[config.mk]
export PLATFORM = sky130hd
export DESIGN_NAME = bin_dec_seq_flat
export DESIGN_NICKNAME = d
export VERILOG_FILES = /design/src/rtl/bin_dec_seq_if.sv /design/src/rtl/bin_dec_seq.sv /design/src/flat_wrapper.sv
export SDC_FILE = /design/constraint.sdc
export NUM_CORES = 1
export LEC_CHECK = 0
export ABC_AREA = 1
export BUFFER_PORTS_ARGS = -buffer_cell sky130_fd_sc_hd__buf_2
export CAP_MARGIN = 25
export CORE_ASPECT_RATIO = 0.8
export CORE_MARGIN = 5
export CORE_UTILIZATION = 45
export CTS_BUF_LIST = sky130_fd_sc_hd__clkbuf_8 sky130_fd_sc_hd__clkbuf_16
export CTS_CLUSTER_DIAMETER = 50
export CTS_CLUSTER_SIZE = 14
export DETAILED_ROUTE_END_ITERATION = 12
export SETUP_SLACK_MARGIN = 0.02
export SYNTH_ARGS = -nofsm -noshare
export SYNTH_HDL_FRONTEND = slang
export SYNTH_SLANG_ARGS = --single-unit
[constraint.sdc]
create_clock -name CLK -period 1.6 [get_ports CLK]
set_input_delay 0 -clock CLK [delete_from_list [all_inputs] [get_ports CLK]]
set_output_delay 0 -clock CLK [all_outputs]
set_load 0.05 [all_outputs]
[src/rtl/bin_dec_seq_if.sv]
// Handshake and data bundle for the binary-to-BCD converter.
// Requester drives START/BIN_IN; converter returns status and result.
interface bin_dec_seq_if #(
  parameter int WIDTH  = 16,
  parameter int DIGITS = 5
);
  logic                  START;
  logic [WIDTH-1:0]      BIN_IN;
  logic                  BUSY;
  logic                  DONE;
  logic [4*DIGITS-1:0]   BCD_OUT;
  logic                  OVERFLOW;

  modport master (
    output START, BIN_IN,
    input  BUSY, DONE, BCD_OUT, OVERFLOW
  );

  modport slave (
    input  START, BIN_IN,
    output BUSY, DONE, BCD_OUT, OVERFLOW
  );
endinterface

[src/rtl/bin_dec_seq.sv]
// Iterative double-dabble binary-to-BCD converter, one bit per clock.
// START/BUSY/DONE handshake; sticky flag for values beyond DIGITS digits.
module bin_dec_seq #(
  parameter int WIDTH  = 16,
  parameter int DIGITS = 5
) (
  input  logic         CLK,
  input  logic         RESET_N,
  bin_dec_seq_if.slave bus
);
  localparam int BW = 4 * DIGITS;
  localparam int CW = $clog2(WIDTH + 1);

  typedef enum logic { IDLE, SHIFT } state_e;

  state_e           state_q;
  logic [WIDTH-1:0] sh_q, sh_d;
  logic [BW-1:0]    acc_q, acc_d, adj;
  logic [CW-1:0]    cnt_q;
  logic             ovf_q, ovf_d;
  logic             busy_q, done_q;
  logic [BW-1:0]    res_q;
  logic             res_ovf_q;

  // Digits carry nothing between them; the bit leaving the top is the overflow.
  always_comb begin
    adj = acc_q;
    for (int i = 0; i < DIGITS; i++) begin
      if (acc_q[4*i +: 4] >= 4'd5)
        adj[4*i +: 4] = acc_q[4*i +: 4] + 4'd3;
    end
    {acc_d, sh_d} = {adj, sh_q} << 1;
    ovf_d = ovf_q | adj[BW-1];
  end

  always_ff @(posedge CLK or negedge RESET_N) begin
    if (!RESET_N) begin
      state_q   <= IDLE;
      sh_q      <= '0;
      acc_q     <= '0;
      cnt_q     <= '0;
      ovf_q     <= 1'b0;
      busy_q    <= 1'b0;
      done_q    <= 1'b0;
      res_q     <= '0;
      res_ovf_q <= 1'b0;
    end else begin
      done_q <= 1'b0;
      unique case (state_q)
        IDLE: begin
          if (bus.START) begin
            sh_q    <= bus.BIN_IN;
            acc_q   <= '0;
            ovf_q   <= 1'b0;
            cnt_q   <= CW'(WIDTH);
            busy_q  <= 1'b1;
            state_q <= SHIFT;
          end
        end
        SHIFT: begin
          sh_q  <= sh_d;
          acc_q <= acc_d;
          ovf_q <= ovf_d;
          cnt_q <= cnt_q - 1'b1;
          if (cnt_q == CW'(1)) begin
            res_q     <= acc_d;
            res_ovf_q <= ovf_d;
            done_q    <= 1'b1;
            busy_q    <= 1'b0;
            state_q   <= IDLE;
          end
        end
      endcase
    end
  end

  assign bus.BUSY     = busy_q;
  assign bus.DONE     = done_q;
  assign bus.BCD_OUT  = res_q;
  assign bus.OVERFLOW = res_ovf_q;
endmodule

[src/flat_wrapper.sv]
// flat-port wrapper written by rule: the top's interface ports become plain ports
module bin_dec_seq_flat 
#(
  parameter int WIDTH  = 16,
  parameter int DIGITS = 5
)
  (CLK, RESET_N, bus_START, bus_BIN_IN, bus_BUSY, bus_DONE, bus_BCD_OUT, bus_OVERFLOW);
  bin_dec_seq_if #(.WIDTH(WIDTH), .DIGITS(DIGITS)) bus_i ();
  input  logic CLK;
  input  logic RESET_N;
  input wire logic [$bits(bus_i.START)-1:0] bus_START;
  input wire logic [$bits(bus_i.BIN_IN)-1:0] bus_BIN_IN;
  output wire logic [$bits(bus_i.BUSY)-1:0] bus_BUSY;
  output wire logic [$bits(bus_i.DONE)-1:0] bus_DONE;
  output wire logic [$bits(bus_i.BCD_OUT)-1:0] bus_BCD_OUT;
  output wire logic [$bits(bus_i.OVERFLOW)-1:0] bus_OVERFLOW;
  assign bus_i.START = bus_START;
  assign bus_i.BIN_IN = bus_BIN_IN;
  assign bus_BUSY = bus_i.BUSY;
  assign bus_DONE = bus_i.DONE;
  assign bus_BCD_OUT = bus_i.BCD_OUT;
  assign bus_OVERFLOW = bus_i.OVERFLOW;
  bin_dec_seq #(.WIDTH(WIDTH), .DIGITS(DIGITS)) u_core (.CLK(CLK), .RESET_N(RESET_N), .bus(bus_i));
endmodule
# Word-level counts from Yosys, hierarchy flattened
# Cells that the tools add are included.
[word_totals]
word_cells = 48
reg_bits = 66
out_inout_bits = 23
[classes]
magnitude_cmp = 5
n_reduce_logical = 2
add_sub_neg = 6
n_bitwise = 2
eq_ne = 3
muxes = 21
[ops]
columns = ["op", "n"]
rows = [
  ["$pmux W20 S2", 1],
  ["$pmux W16 S2", 1],
  ["$add A4 B2 Y4 const B", 5],
  ["$ge A4 B3 Y1 const B", 5],
  ["$mux W20", 1],
  ["$mux W4", 5],
  ["$mux W16", 1],
  ["$pmux W5 S2", 1],
  ["$mux W1", 7],
  ["$pmux W1 S2", 3],
  ["$eq A5 B1 Y1 const B", 1],
  ["$mux W5", 1],
  ["$sub A5 B1 Y5 const B", 1],
  ["$ne A2 B2 Y1 const B", 2],
  ["$reduce_and A2 Y1", 2],
  ["$not A1 Y1", 1],
  ["$or A1 B1 Y1", 1],
]

# Logic depth before layout (Yosys ltp)
# Gate-level depths: netlist of the first run.
[depth]
ltp_word = 4
ltp_mapped = 10
depth_no_buf = 10

# Worst setup path after synthesis of the first run
# No wires, ideal clock.
[synth_path]
path_kind = "reg2reg"
from = "reg u_core.acc_q[0]"
to = "reg u_core.acc_q[4]"
t_arrival_ps = 1218
stages_incl_launch_ff = 8
t_required_ps = 1474
setup_ps = 126
setup_slack_ps = 256
cell_sequence = "dfrtp_1 inv_1 ha_1 inv_1 o21ai_0 o21ai_0 nand2_1 o21ai_0"
[synth_between]
elab_chain_len = 3
[synth_lines]
columns = ["element", "line", "text"]
rows = [
  ["start: declaration", "bin_dec_seq.sv:18", "logic [BW-1:0] acc_q, acc_d, adj;"],
  ["start signal: assignment", "bin_dec_seq.sv:40", "acc_q <= '0;"],
  ["start signal: assignment", "bin_dec_seq.sv:53", "acc_q <= '0;"],
  ["start signal: assignment", "bin_dec_seq.sv:62", "acc_q <= acc_d;"],
  ["$add A4 B2 Y4 or $ge A4 B3 Y1 (tied branches)", "bin_dec_seq.sv:30, bin_dec_seq.sv:29", ""],
  ["$mux W4 (*)", "bin_dec_seq.sv:29", "if (acc_q[4*i +: 4] >= 4'd5)"],
  ["$pmux W20 S2 (*)", "bin_dec_seq.sv:49", "unique case (state_q)"],
]
# Mark *: on every way between the ends. The rest lies on a longest branch, timed or not.
# A chain may end at the register's enable or synchronous reset.

# Worst setup path in the final report of the first run
[layout_path]
from = "reg u_core.acc_q[8]"
to = "reg u_core.res_q[10] (netlist: u_core.bus.BCD_OUT[10])"
[layout_between]
elab_chain_len = 2
[layout_lines]
columns = ["element", "line", "text"]
rows = [
  ["$add A4 B2 Y4 or $ge A4 B3 Y1 (tied branches)", "bin_dec_seq.sv:30, bin_dec_seq.sv:29", ""],
  ["$mux W4 (*)", "bin_dec_seq.sv:29", ""],
  ["end signal: assignment", "bin_dec_seq.sv:45", "res_q <= '0;"],
  ["end signal: assignment", "bin_dec_seq.sv:66", "res_q <= acc_d;"],
  ["end: declaration", "bin_dec_seq.sv:22", "logic [BW-1:0] res_q;"],
]
# Marked as above.

==> summary.md, run 1 <==
| Metric | Value |
|---|---|
| Outcome | complete, no violations |
| Area leader, netlist | dfrtp_1 |
| CTS tree | yes |
| Nets | 461 |
| Register area | 1650 µm² |
| Clk sinks | 66 |
| Most common cell in the netlist | nand2_1 |
| Synth unique cells | 24 |
| Largest net degree at the start of global routing | 67 |
| Die ar. | 8730 µm² |
| DRT iter0 DRCs | 87 |
| Post-synth top area share | 0.528 |
| Number of flops mapped to enable cells by yosys | 0 |
| CP Max Fanout | 6 |
| Via Count | 2575 |
| Post-Synthesis Cells | 365 |
| Peak VDD IR | 0.929 mV |
| DRC | 0 |
| Mux share of post-synthesis cell area | 0 |
| Hold Path Class | in2reg |
| Final min period | roughly 1.4 ns |
| Pwr dens | around 2200 nW/µm² |
| Area contributors post-synth | dfrtp_1, nand2_1, nand3_1 |
| Post-Synth Simple-Gate Area | 0.238 |
| Final period utilization | 0.902 |
| Die Span X | roughly 100 µm |
| Core Region | 6820 µm² |
| Worst path cell trace | inv_1 > ha_1 > inv_1 > o21ai_1 > nand2_1 > nand2_1 > nand3_1 > nand2_1 |
| Final setup vio count | 0 |
| RSZ-0062 raised after global routing | no |
| Critical Path Source Type | flop |
| WS Path Type | reg2reg |
| Area growth syn-to-layout | 21.0% |
| Slowest stage delay, CP | 0.44 ns |
| Max Fclk | around 690 MHz |
| Top post-synthesis cells by count | nand2_1, dfrtp_1, nand3_1 |
| Largest family of logic cells by synthesized area | simple AND/OR/NAND/NOR gates |
| Via/cell ratio | 4.93 |
| Remaining Overflow, GRT | 0 |
| Final Max Slew Viols | 0 |
| Top_reg_cell synth | dfrtp_1 |
| Filler Cell Count | 652 |
| Post-DP HPWL | 4480 µm |
| R2R cell count | 8 |
| Final Skew | approximately 0.0095 ns |
| Pwr Total | 8.38 mW |
| Syn_area_per_cell | 8.57 µm² |
| Routed len/inst | between 10 and 15 µm |
| Async S/R FF share, synth | 1.00 |
| I/O Pins | 42 |
| First-pass GRT wire length | roughly 12000 µm |
| Overall fraction of global-route tracks in use | 0.168 |
| Slowest CP cell | dfrtp_1 |
| Routed wire length | 6670 µm |
| Vias in the first global route | around 2500 |
| Port Buffers | 41 |
| Hold Fails Final Rpt | 0 |
| Layout cells sized above 1 | 0.166 |
| CTS clk-pin slew, worst paths | about 0.07 ns |
| Post-Synth Adder-Cell Area | 0.0480 |
| Complex-gate fraction of the synthesized area | 0.109 |
| Final GP Congestion | around 0.81 |
| Final ANT Viol Nets | 0 |
| Syn_nets | 396 |
| Multi-input gate area | 1240 µm² |
| Seq/Total Area, Yosys | 0.528 |
| Die Height | between 80 and 90 µm |
| CP endpoint kind | flop |
| Starting Density | 0.459 |
| #FFs+latches synth | 66 |
| Worst path arrival time | 1.72 ns |
| DRT Pass-1 Iters | 5 |
| Setup TNS | 0 ns |
| Worst Tran Pin Value | 0.423 ns |
| Critical Path RT | 1.87 ns |
| Ant diodes | 0 |
| CP dominant cell by count | nand2_1 |
| Num CTS Buffers | 9 |
| Leak pwr | 1.94 nW |
| Post-Syn Area | 3130 µm² |
| Max-cap viol count | 0 |
| Initial antenna violation count | 0 |
| Clk_lat worst skew | roughly 0.34 ns |
| CTS HTree Levels | 3 |
| Ys Warns | 0 |
| FP Rows | 27 |
| Hold path cells | 4 |
| CTS max path bufs | 2 |
| Root buffer cell | clkbuf_8 |
| Max-slew headroom | 0.718 |
| Post-Synth XOR/XNOR Area | 0 |
-- final timing paths --
check / from / end / slack [ns]
max: u_core.acc_q[8] / u_core.bus.BCD_OUT[10] / 0.16
min: bus_START / u_core.ovf_q / 0.04
max reg2reg: u_core.acc_q[8] / u_core.bus.BCD_OUT[10] / 0.16
min reg2reg: u_core.bus.BCD_OUT[11] / u_core.bus.BCD_OUT[11] / 0.47
max in group asynchronous: RESET_N / u_core.bus.BCD_OUT[9] / 1.12
min in group asynchronous: RESET_N / u_core.cnt_q[2] / 0.19
-- cells in the final DEF, fill, tap and decap left out --
cell / n
a21oi_1: 10
o21ai_1: 5
nor2_1: 3
buf_4: 7
nor2_4: 1
nor2_2: 1
clkinvlp_4: 2
nand2_2: 1
inv_1: 41
o211ai_1: 7
o21ai_2: 1
buf_2: 41
nor3_1: 1
nand2_1: 126
clkinv_2: 3
buf_12: 1
inv_2: 1
o21ai_0: 19
dfrtp_1: 66
o22ai_1: 4
o221ai_1: 10
nand4_4: 1
clkbuf_8: 10
inv_4: 2
ha_1: 12
nand3_1: 42
dlygate4sd3_1: 17
-- per-stage QoR --
step	hold WS (ns)	instances	utilization	setup WS, ns	cell area, µm²
after floorplan	-0.296	365	-	0.256	3130
after global routing	0.0688	522	0.555	0.0573	3780
after global placement	0.0491	489	0.504	0.0509	3440
after CTS	0.0219	522	0.554	0.0522	3780
after detailed placement	0.0482	489	0.504	0.0720	3440
final	0.0426	522	0.555	0.157	3780
-- where the power goes --
group / total (mW) / internal, mW / switching, mW / leakage (nW)
clock network: 1.21 / 0.590 / 0.623 / 0.0892
logic: 4.18 / 1.27 / 2.91 / 1.04
registers: 2.99 / 2.45 / 0.539 / 0.815
-- sequential cells by signal (all words and copies together) (netlist names) --
signal,cells
u_core.acc_q,20
u_core.cnt_q,5
u_core.bus.OVERFLOW,1
u_core.sh_q,16
u_core.state_q,1
u_core.bus.BCD_OUT,20
u_core.bus.DONE,1
u_core.ovf_q,1
u_core.bus.BUSY,1
-- metal layers --
layer / part of all wire / vias up / track usage
met3: 0.042 / 9 / 0.0457
li1: - / 1324 / -
met5: 0 / - / 0
met1: 0.49 / 1196 / 0.231
met4: 0.016 / 0 / 0.0624
met2: 0.45 / 46 / 0.253
-- final cells by class --
| type | count | area share |
|---|---|---|
| flip-flops and latches | 66 | 0.436 |
| multi-input cells | 244 | 0.327 |
| repair buffers | 66 | 0.118 |
| inverters | 43 | 0.0440 |
| clock buffers | 10 | 0.0364 |
| well taps | 87 | 0.0288 |
| clock inverters | 6 | 0.00893 |
-- critical path: cells and delay by family (launching register included) --
kind | cells | cell delay, ns
fa+ha+maj | 1 | 0.14
buf+inv | 2 | 0.16
compound gates | 1 | 0.21
flops | 1 | 0.44
simple gates | 4 | 0.42
-- what timing repair did --
action                                  in CTS  in global routing
buffers inserted                             0                  0
gates resized for setup                      0                  7
endpoints found under the setup margin       0                 25
endpoints found under the hold margin       82                  0
hold buffers                                17                  0
-- kinds of logic (layout without fill, tap and decap cells) --
group	after synthesis	in the layout
buffers and inverters	55	125
DFF	66	66
adders and majority gates	12	12
and+or+nand+nor	176	176
AOI/OAI and AO/OA	56	56
No activity file was read; power rests on OpenSTA's default activity.
==> run 2: changes to the inputs <==
--- a/config.mk
+++ b/config.mk
@@ -10,7 +10,7 @@
 export CAP_MARGIN = 25
 export CORE_ASPECT_RATIO = 0.8
 export CORE_MARGIN = 5
-export CORE_UTILIZATION = 45
+export CORE_UTILIZATION = 40
 export CTS_BUF_LIST = sky130_fd_sc_hd__clkbuf_8 sky130_fd_sc_hd__clkbuf_16
 export CTS_CLUSTER_DIAMETER = 50
 export CTS_CLUSTER_SIZE = 14
==> run 2 against run 1 <==
Register-to-register slack about the same. Sequential power is essentially flat. Die area grew 11%. Critical path depth unchanged. Largest cell class unchanged.
==> summary.md, run 2 (synthesized netlist as in run 1, its figures left out) <==
| Metric | Value |
|---|---|
| R2R cell count | 8 (unchanged) |
| Initial antenna violation count | 0 (unchanged) |
| Flop2flop setup slack | 0.17 ns (about the same) |
| RR Startpoint | u_core.acc_q[9] |
| Worst path cell trace | inv_1 > ha_1 > inv_1 > o21ai_1 > nand2_2 > nand2_1 > nand3_1 > nand2_1 |
| Peak VDD IR | 0.717 mV (-23%) |
| Most frequent cells in the layout | nand2_1, dfrtp_1, inv_1, nand3_1, buf_2 |
| Buffers and inverters on the worst path | 2 (unchanged) |
| Routed len/inst | 12.8 µm (-0.15%) |
| Final ANT Viol Nets | 0 (unchanged) |
| CP endpoint kind | flop |
| Setup TNS | 0 ns (unchanged) |
| Critical path launch point | u_core.acc_q[9] |
| DRT Pass-1 Iters | 5 (unchanged) |
| CP Max Fanout | 4 (-2) |
| DRC | 0 (unchanged) |
| Pwr dens | 2220 nW/µm² (+0.43%) |
| Max-cap viol count | 0 (unchanged) |
| Vias in the first global route | 2571 (+1.6%) |
| Leak pwr | 1.95 nW (+0.35%) |
| Clk_lat worst skew | 0.34 ns (about the same) |
| Largest net degree at the start of global routing | 67 (unchanged) |
| Remaining Overflow, GRT | 0 (unchanged) |
| CTS tree | yes |
| Outcome | complete, no violations |
| Core Region | 7500 µm² (+9.9%) |
| Final Max Slew Viols | 0 (unchanged) |
| CTS HTree Levels | 3 (unchanged) |
| Worst path arrival time | 1.71 ns (about the same) |
| Placed cell area | 3440 µm² (+0.22%) |
| FP Rows | 28 (+3.7%) |
| Num CTS Buffers | 9 (unchanged) |
| Via/cell ratio | 4.84 (-1.8%) |
| Post-CTS setup buffers | 0 (unchanged) |
| Worst Tran Pin Value | 0.402 ns (-0.0210 ns) |
| Slowest CP cell | dfrtp_1 |
| Die ar. | 9700 µm² (+11%) |
| I/O Pins | 42 (unchanged) |
| Critical Path RT | 1.88 ns (about the same) |
| Via Count | 2605 (+1.2%) |
| CTS max path bufs | 2 (unchanged) |
| DRT iter0 DRCs | 109 (+25%) |
| Port Buffers | 41 (unchanged) |
| Area growth syn-to-layout | 21.4% |
| Die Span X | 109 µm (+5.5%) |
| Design area | 3800 µm² (+0.40%) |
| Max Fclk | 697 MHz (+0.63%) |
| RSZ-0062 raised after global routing | no |
| R2r endpoint | u_core.bus.BCD_OUT[9] |
| Final period utilization | 0.896 (-0.00568) |
| Overall fraction of global-route tracks in use | 0.160 (-0.00814) |
| Crit path max-delay family | flip-flops |
| Slowest stage delay, CP | 0.42 ns (-0.02 ns) |
| Final setup vio count | 0 (unchanged) |
| Die Height | 89.1 µm (+5.3%) |
| Critical Path End | u_core.bus.BCD_OUT[9] |
| Starting Density | 0.417 (-0.0412) |
| Commonest non-fill, non-tap cell in the layout | nand2_1 |
| CTS clk-pin slew, worst paths | 0.07 ns (about the same) |
| Final min period | 1.43 ns (-0.00909 ns) |
| Post-DP HPWL | 4500 µm (+0.45%) |
| Ant diodes | 0 (unchanged) |
| Hold Fails Final Rpt | 0 (unchanged) |
| First-pass GRT wire length | 12000 µm (+3.9%) |
| Critical Path Source Type | flop |
| Routed wire length | 6860 µm (+2.9%) |
| Critical path depth | 8 (unchanged) |
| Root buffer cell | clkbuf_8 |
| WS Path Type | reg2reg |
| Layout cells sized above 1 | 0.159 (-0.00616) |
| Nets | 459 (-0.43%) |
| Final GP Congestion | 0.801 (-0.88%) |
| Final Skew | 0.00958 ns (+0.0000772 ns) |
| Clk sinks | 66 (unchanged) |
| Max-slew headroom | 0.732 (+0.0140) |
| Hold Path Class | in2reg |
## run 2: metrics by stage
stage | std cells | worst slack (ns) | hold WS [ns] | util | power, mW
final | 538 | 0.166 | 0.0293 | 0.507 | 8.45
after global routing | 538 | 0.00141 | 0.0268 | 0.507 | 9.25
after CTS | 538 | 0.0578 | 0.0315 | 0.507 | 8.52
after detailed placement | 505 | 0.0647 | 0.0505 | 0.459 | 7.15
after global placement | 505 | 0.136 | 0.0475 | 0.459 | 7.05
after floorplan | 365 | 0.256 | -0.296 | - | 6.16
## run 2: worst min path at each step
stage,slack [ns],depth (start not counted),startpoint,endpoint
after CTS,0.03,4,bus_START,u_core.ovf_q
after floorplan,-0.30,0,RESET_N,u_core.acc_q[0]
after global placement,0.05,2,RESET_N,u_core.sh_q[10]
final,0.03,4,bus_START,u_core.ovf_q
after global routing,0.03,4,bus_START,u_core.ovf_q
after detailed placement,0.05,2,RESET_N,u_core.sh_q[10]
## run 2: where the power goes
group	internal (mW)	total, mW	switching (mW)
clock network	0.674	1.29	0.616
registers	2.45	2.97	0.522
logic	1.26	4.19	2.93
total	4.38	8.45	4.07
## run 2: layer usage
layer	vias up	global-route usage	routed length, µm
met3	10	0.0498	291
met5	-	0	0
met4	0	0.0573	102
met2	61	0.267	3270
li1	1325	-	-
met1	1209	0.197	3200
## run 2: cell type report
type                            count  area (µm²)
Clock buffer                       12         165
Multi-Input combinational cell    244        1240
Fill cell                         748        3700
Clock inverter                      4        17.5
Inverter                           43         164
Sequential cell                    66        1650
Timing Repair Buffer               64         433
Tap cell                          105         131
## run 2: what timing repair did
action | in CTS | in global routing
hold buffers | 17 | 0
setup endpoints to repair | 0 | 22
hold endpoints to repair | 82 | 0
gates resized for setup | 0 | 5
## run 2: worst reg2reg max path: stages, from the launching register on
cell,delay (ns)
dfrtp_1,0.42
inv_1,0.13
ha_1,0.18
inv_1,0.07
o21ai_1,0.22
nand2_2,0.11
nand2_1,0.09
nand3_1,0.07
nand2_1,0.08
==> run 3: changes to the inputs <==
--- a/config.mk
+++ b/config.mk
@@ -15,7 +15,9 @@
 export CTS_CLUSTER_DIAMETER = 50
 export CTS_CLUSTER_SIZE = 14
 export DETAILED_ROUTE_END_ITERATION = 12
+export REMOVE_ABC_BUFFERS = 1
 export SETUP_SLACK_MARGIN = 0.02
+export SKIP_CTS_REPAIR_TIMING = 1
 export SYNTH_ARGS = -nofsm -noshare
 export SYNTH_HDL_FRONTEND = slang
 export SYNTH_SLANG_ARGS = --single-unit
==> constraint.sdc (replaced) <==
create_clock -name CLK -period 1.2 [get_ports CLK]
set_input_delay 0 -clock CLK [delete_from_list [all_inputs] [get_ports CLK]]
set_output_delay 0 -clock CLK [all_outputs]
set_load 0.05 [all_outputs]
==> run 3 against run 2 <==
The run now ends with setup timing left. Routed wire length up 18%. Fmax up 10%. Worst setup slack worse by 0.27 ns. Largest cell class is now multi-input combinational cells. Clock power up 46%. First-iteration DRC count up 4.6%. Global-route usage about the same. Flip-flop and latch count unchanged. Critical endpoint is now u_core.acc_q[1]. Cell count up 7.8%. Non-clock buffer count up 42. Largest power group unchanged.
==> summary.md, run 3 (synthesized netlist as in run 1, its figures left out) <==
| Metric | Value |
|---|---|
| DRT Pass-1 Iters | 4 (-1) |
| M3 GR Usage | 0.0628 (+0.0130) |
| GR Layer Usage met2 | 0.257 (-0.0100) |
| Remaining Overflow, GRT | 0 (unchanged) |
| Pwr dens | 3080 nW/µm² (+38%) |
| Die ar. | 9700 µm² (unchanged) |
| Hold_sp | bus_START |
| Critical Path RT | 1.43 ns (-0.45 ns) |
| Final Max Slew Viols | 0 (unchanged) |
| Final GP Congestion | 0.824 (+2.8%) |
| Register area | 1650 µm² (unchanged) |
| Final WS setup | -0.101 ns (-0.267 ns) |
| Routed wire length | 8090 µm (+18%) |
| CTS max path bufs | 2 (unchanged) |
| Starting Density | 0.417 (unchanged) |
| Clk_lat worst skew | 0.34 ns (about the same) |
| Worst path arrival time | 1.53 ns (-0.18 ns) |
| Clk network pwr share | 0.132 (-0.021) |
| Filler Cell Count | 662 (-11%) |
| R2r endpoint | u_core.acc_q[1] |
| Via Count | 2855 (+9.6%) |
| Final min period | 1.30 ns (-0.133 ns) |
| FP Rows | 28 (unchanged) |
| First-pass GRT wire length | 12100 µm (+0.41%) |
| RR Startpoint | u_core.acc_q[0] |
| CTS clk-pin slew, worst paths | 0.07 ns (about the same) |
| Final period utilization | 1.08 (+0.188) |
| Most frequent cells in the layout | nand2_1, dfrtp_1, buf_2 |
| Max Fclk | 769 MHz (+10%) |
| Post-DP HPWL | 4900 µm (+8.9%) |
| Psw | 6.80 mW (+67%) |
| DRC | 0 (unchanged) |
| Hold Path Class | in2reg |
| DRT iter0 DRCs | 114 (+4.6%) |
| Port Buffers | 41 (unchanged) |
| Slowest stage delay, CP | 0.41 ns (about the same) |
| Max-cap viol count | 0 (unchanged) |
| Root buffer cell | clkbuf_8 |
| Critical path depth | 7 (-1) |
| Commonest non-fill, non-tap cell in the layout | nand2_1 |
| Critical Path Source Type | flop |
| Slowest CP cell | dfrtp_1 |
| Hold Fails Final Rpt | 0 (unchanged) |
| Worst Tran Pin Value | 0.349 ns (-0.0531 ns) |
| Cell-internal power | 7.48 mW (+71%) |
| Crit path max-delay family | flip-flops |
| Max-slew headroom | 0.767 (+0.0354) |
| Buffers and inverters on the worst path | 2 (unchanged) |
| R2R cell count | 7 (-1) |
| Routed len/inst | 14.0 µm (+9.4%) |
| RSZ-0062 raised after global routing | yes |
| Nets | 501 (+9.2%) |
| Layout cells sized above 1 | 0.425 (+0.266) |
| Final ANT Viol Nets | 0 (unchanged) |
| Peak VDD IR | 1.00 mV (+40%) |
| Final core occ | 0.619 (+0.112) |
| Clk sinks | 66 (unchanged) |
| Logic pwr share | 0.586 (+0.090) |
| WS Path Type | reg2reg |
| Num CTS Buffers | 9 (unchanged) |
| Multi-input gate area | 1650 µm² (+34%) |
| CTS tree | yes |
| Critical Path End | u_core.acc_q[1] |
| Final Skew | 0.00870 ns (-0.000881 ns) |
| Die Height | 89.1 µm (unchanged) |
| CP Max Fanout | 4 (unchanged) |
| Worst path cell trace | inv_2 > ha_4 > inv_2 > o21ai_4 > nand3_2 > nand3_1 > nand2_1 |
| CP dominant cell by count | inv_2 |
| Initial antenna violation count | 0 (unchanged) |
| Ant diodes | 0 (unchanged) |
| Critical path launch point | u_core.acc_q[0] |
| Overall fraction of global-route tracks in use | 0.160 (-0.000224) |
| CP endpoint kind | flop |
| Via/cell ratio | 4.92 (+1.7%) |
| M1 GR Usage | 0.205 (+0.00788) |
| Die Span X | 109 µm (unchanged) |
| Most crowded layer after global routing | met2 |
| Final setup vio count | 31 (+31) |
| Largest net degree at the start of global routing | 67 (unchanged) |
| Vias in the first global route | 2607 (+1.4%) |
| Outcome | finished with violations |
| Seq pwr share | 0.282 (-0.070) |
| Flop2flop setup slack | -0.10 ns (-0.27 ns) |
| Violations in the final reports | setup timing |
| Core Region | 7500 µm² (unchanged) |
| Sw Share | 0.476 (-0.00575) |
| Leak pwr | 2.22 nW (+14%) |
| Hold WS | 0.0796 ns (+0.0503 ns) |
| CTS HTree Levels | 3 (unchanged) |
| I/O Pins | 42 (unchanged) |
| Area growth syn-to-layout | 48.3% |
[run 3: cell count changes in the layout (fill, tap and decap cells not counted), sizes merged]
cell      previous run  this run
buf                 47        89
bufinv               0         1
clkbuf              12        10
clkinvlp             0         3
inv                 45        43
[run 3: through the flow]
stage                     total power, mW  setup TNS [ns]  cells  cell area, µm²  setup slack (ns)
after floorplan                      8.08          -27.75    353            3050            -0.564
after global placement               10.0           -4.07    537            3710            -0.169
after detailed placement             10.2           -5.60    537            3710            -0.253
after CTS                            12.1           -6.38    553            3910            -0.272
after global routing                 15.4           -4.43    580            4640            -0.188
final                                14.3           -1.74    580            4640            -0.101
[run 3: power by group through the flow]
stage | Sequential [mW] | Combinational (mW) | Clock, mW
2_1_floorplan | 5.22 | 2.86 | 0
3_3_place_gp | 3.86 | 6.17 | 0
3_5_place_dp | 3.88 | 6.31 | 0
4_1_cts | 3.86 | 6.34 | 1.95
5_1_grt | 4.14 | 9.16 | 2.06
6_report | 4.03 | 8.36 | 1.88
[run 3: layout make-up]
type | count | area share
sequential | 66 | 0.356
inverter | 43 | 0.0375
clock buffer | 10 | 0.0297
clock inverter | 6 | 0.0143
tap | 105 | 0.0283
multi-input combinational | 244 | 0.356
timing repair buffer | 106 | 0.178
[run 3: worst min path at each step]
stage / slack, ns / depth (start not counted) / to
2_1_floorplan: -0.30 / 0 / u_core.acc_q[0]
3_3_place_gp: 0.05 / 2 / u_core.bus.BCD_OUT[9]
3_5_place_dp: 0.05 / 2 / u_core.bus.BCD_OUT[9]
4_1_cts: -0.34 / 2 / u_core.bus.BCD_OUT[9]
5_1_grt: 0.07 / 4 / u_core.ovf_q
6_report: 0.08 / 4 / u_core.ovf_q
[run 3: worst register-to-register path: cells and delay by family, from the launching register on]
family                     cells  cell delay, ns
and+or+nand+nor                3            0.30
adders and majority gates      1            0.14
AOI/OAI and AO/OA              1            0.21
buffers and inverters          2            0.14
DFF                            1            0.41
[run 3: routing by layer]
metal / vias to the layer above / part of all wire
met5: - / 0
met4: 0 / 0.012
met3: 12 / 0.047
met2: 77 / 0.50
met1: 1358 / 0.44
li1: 1408 / -
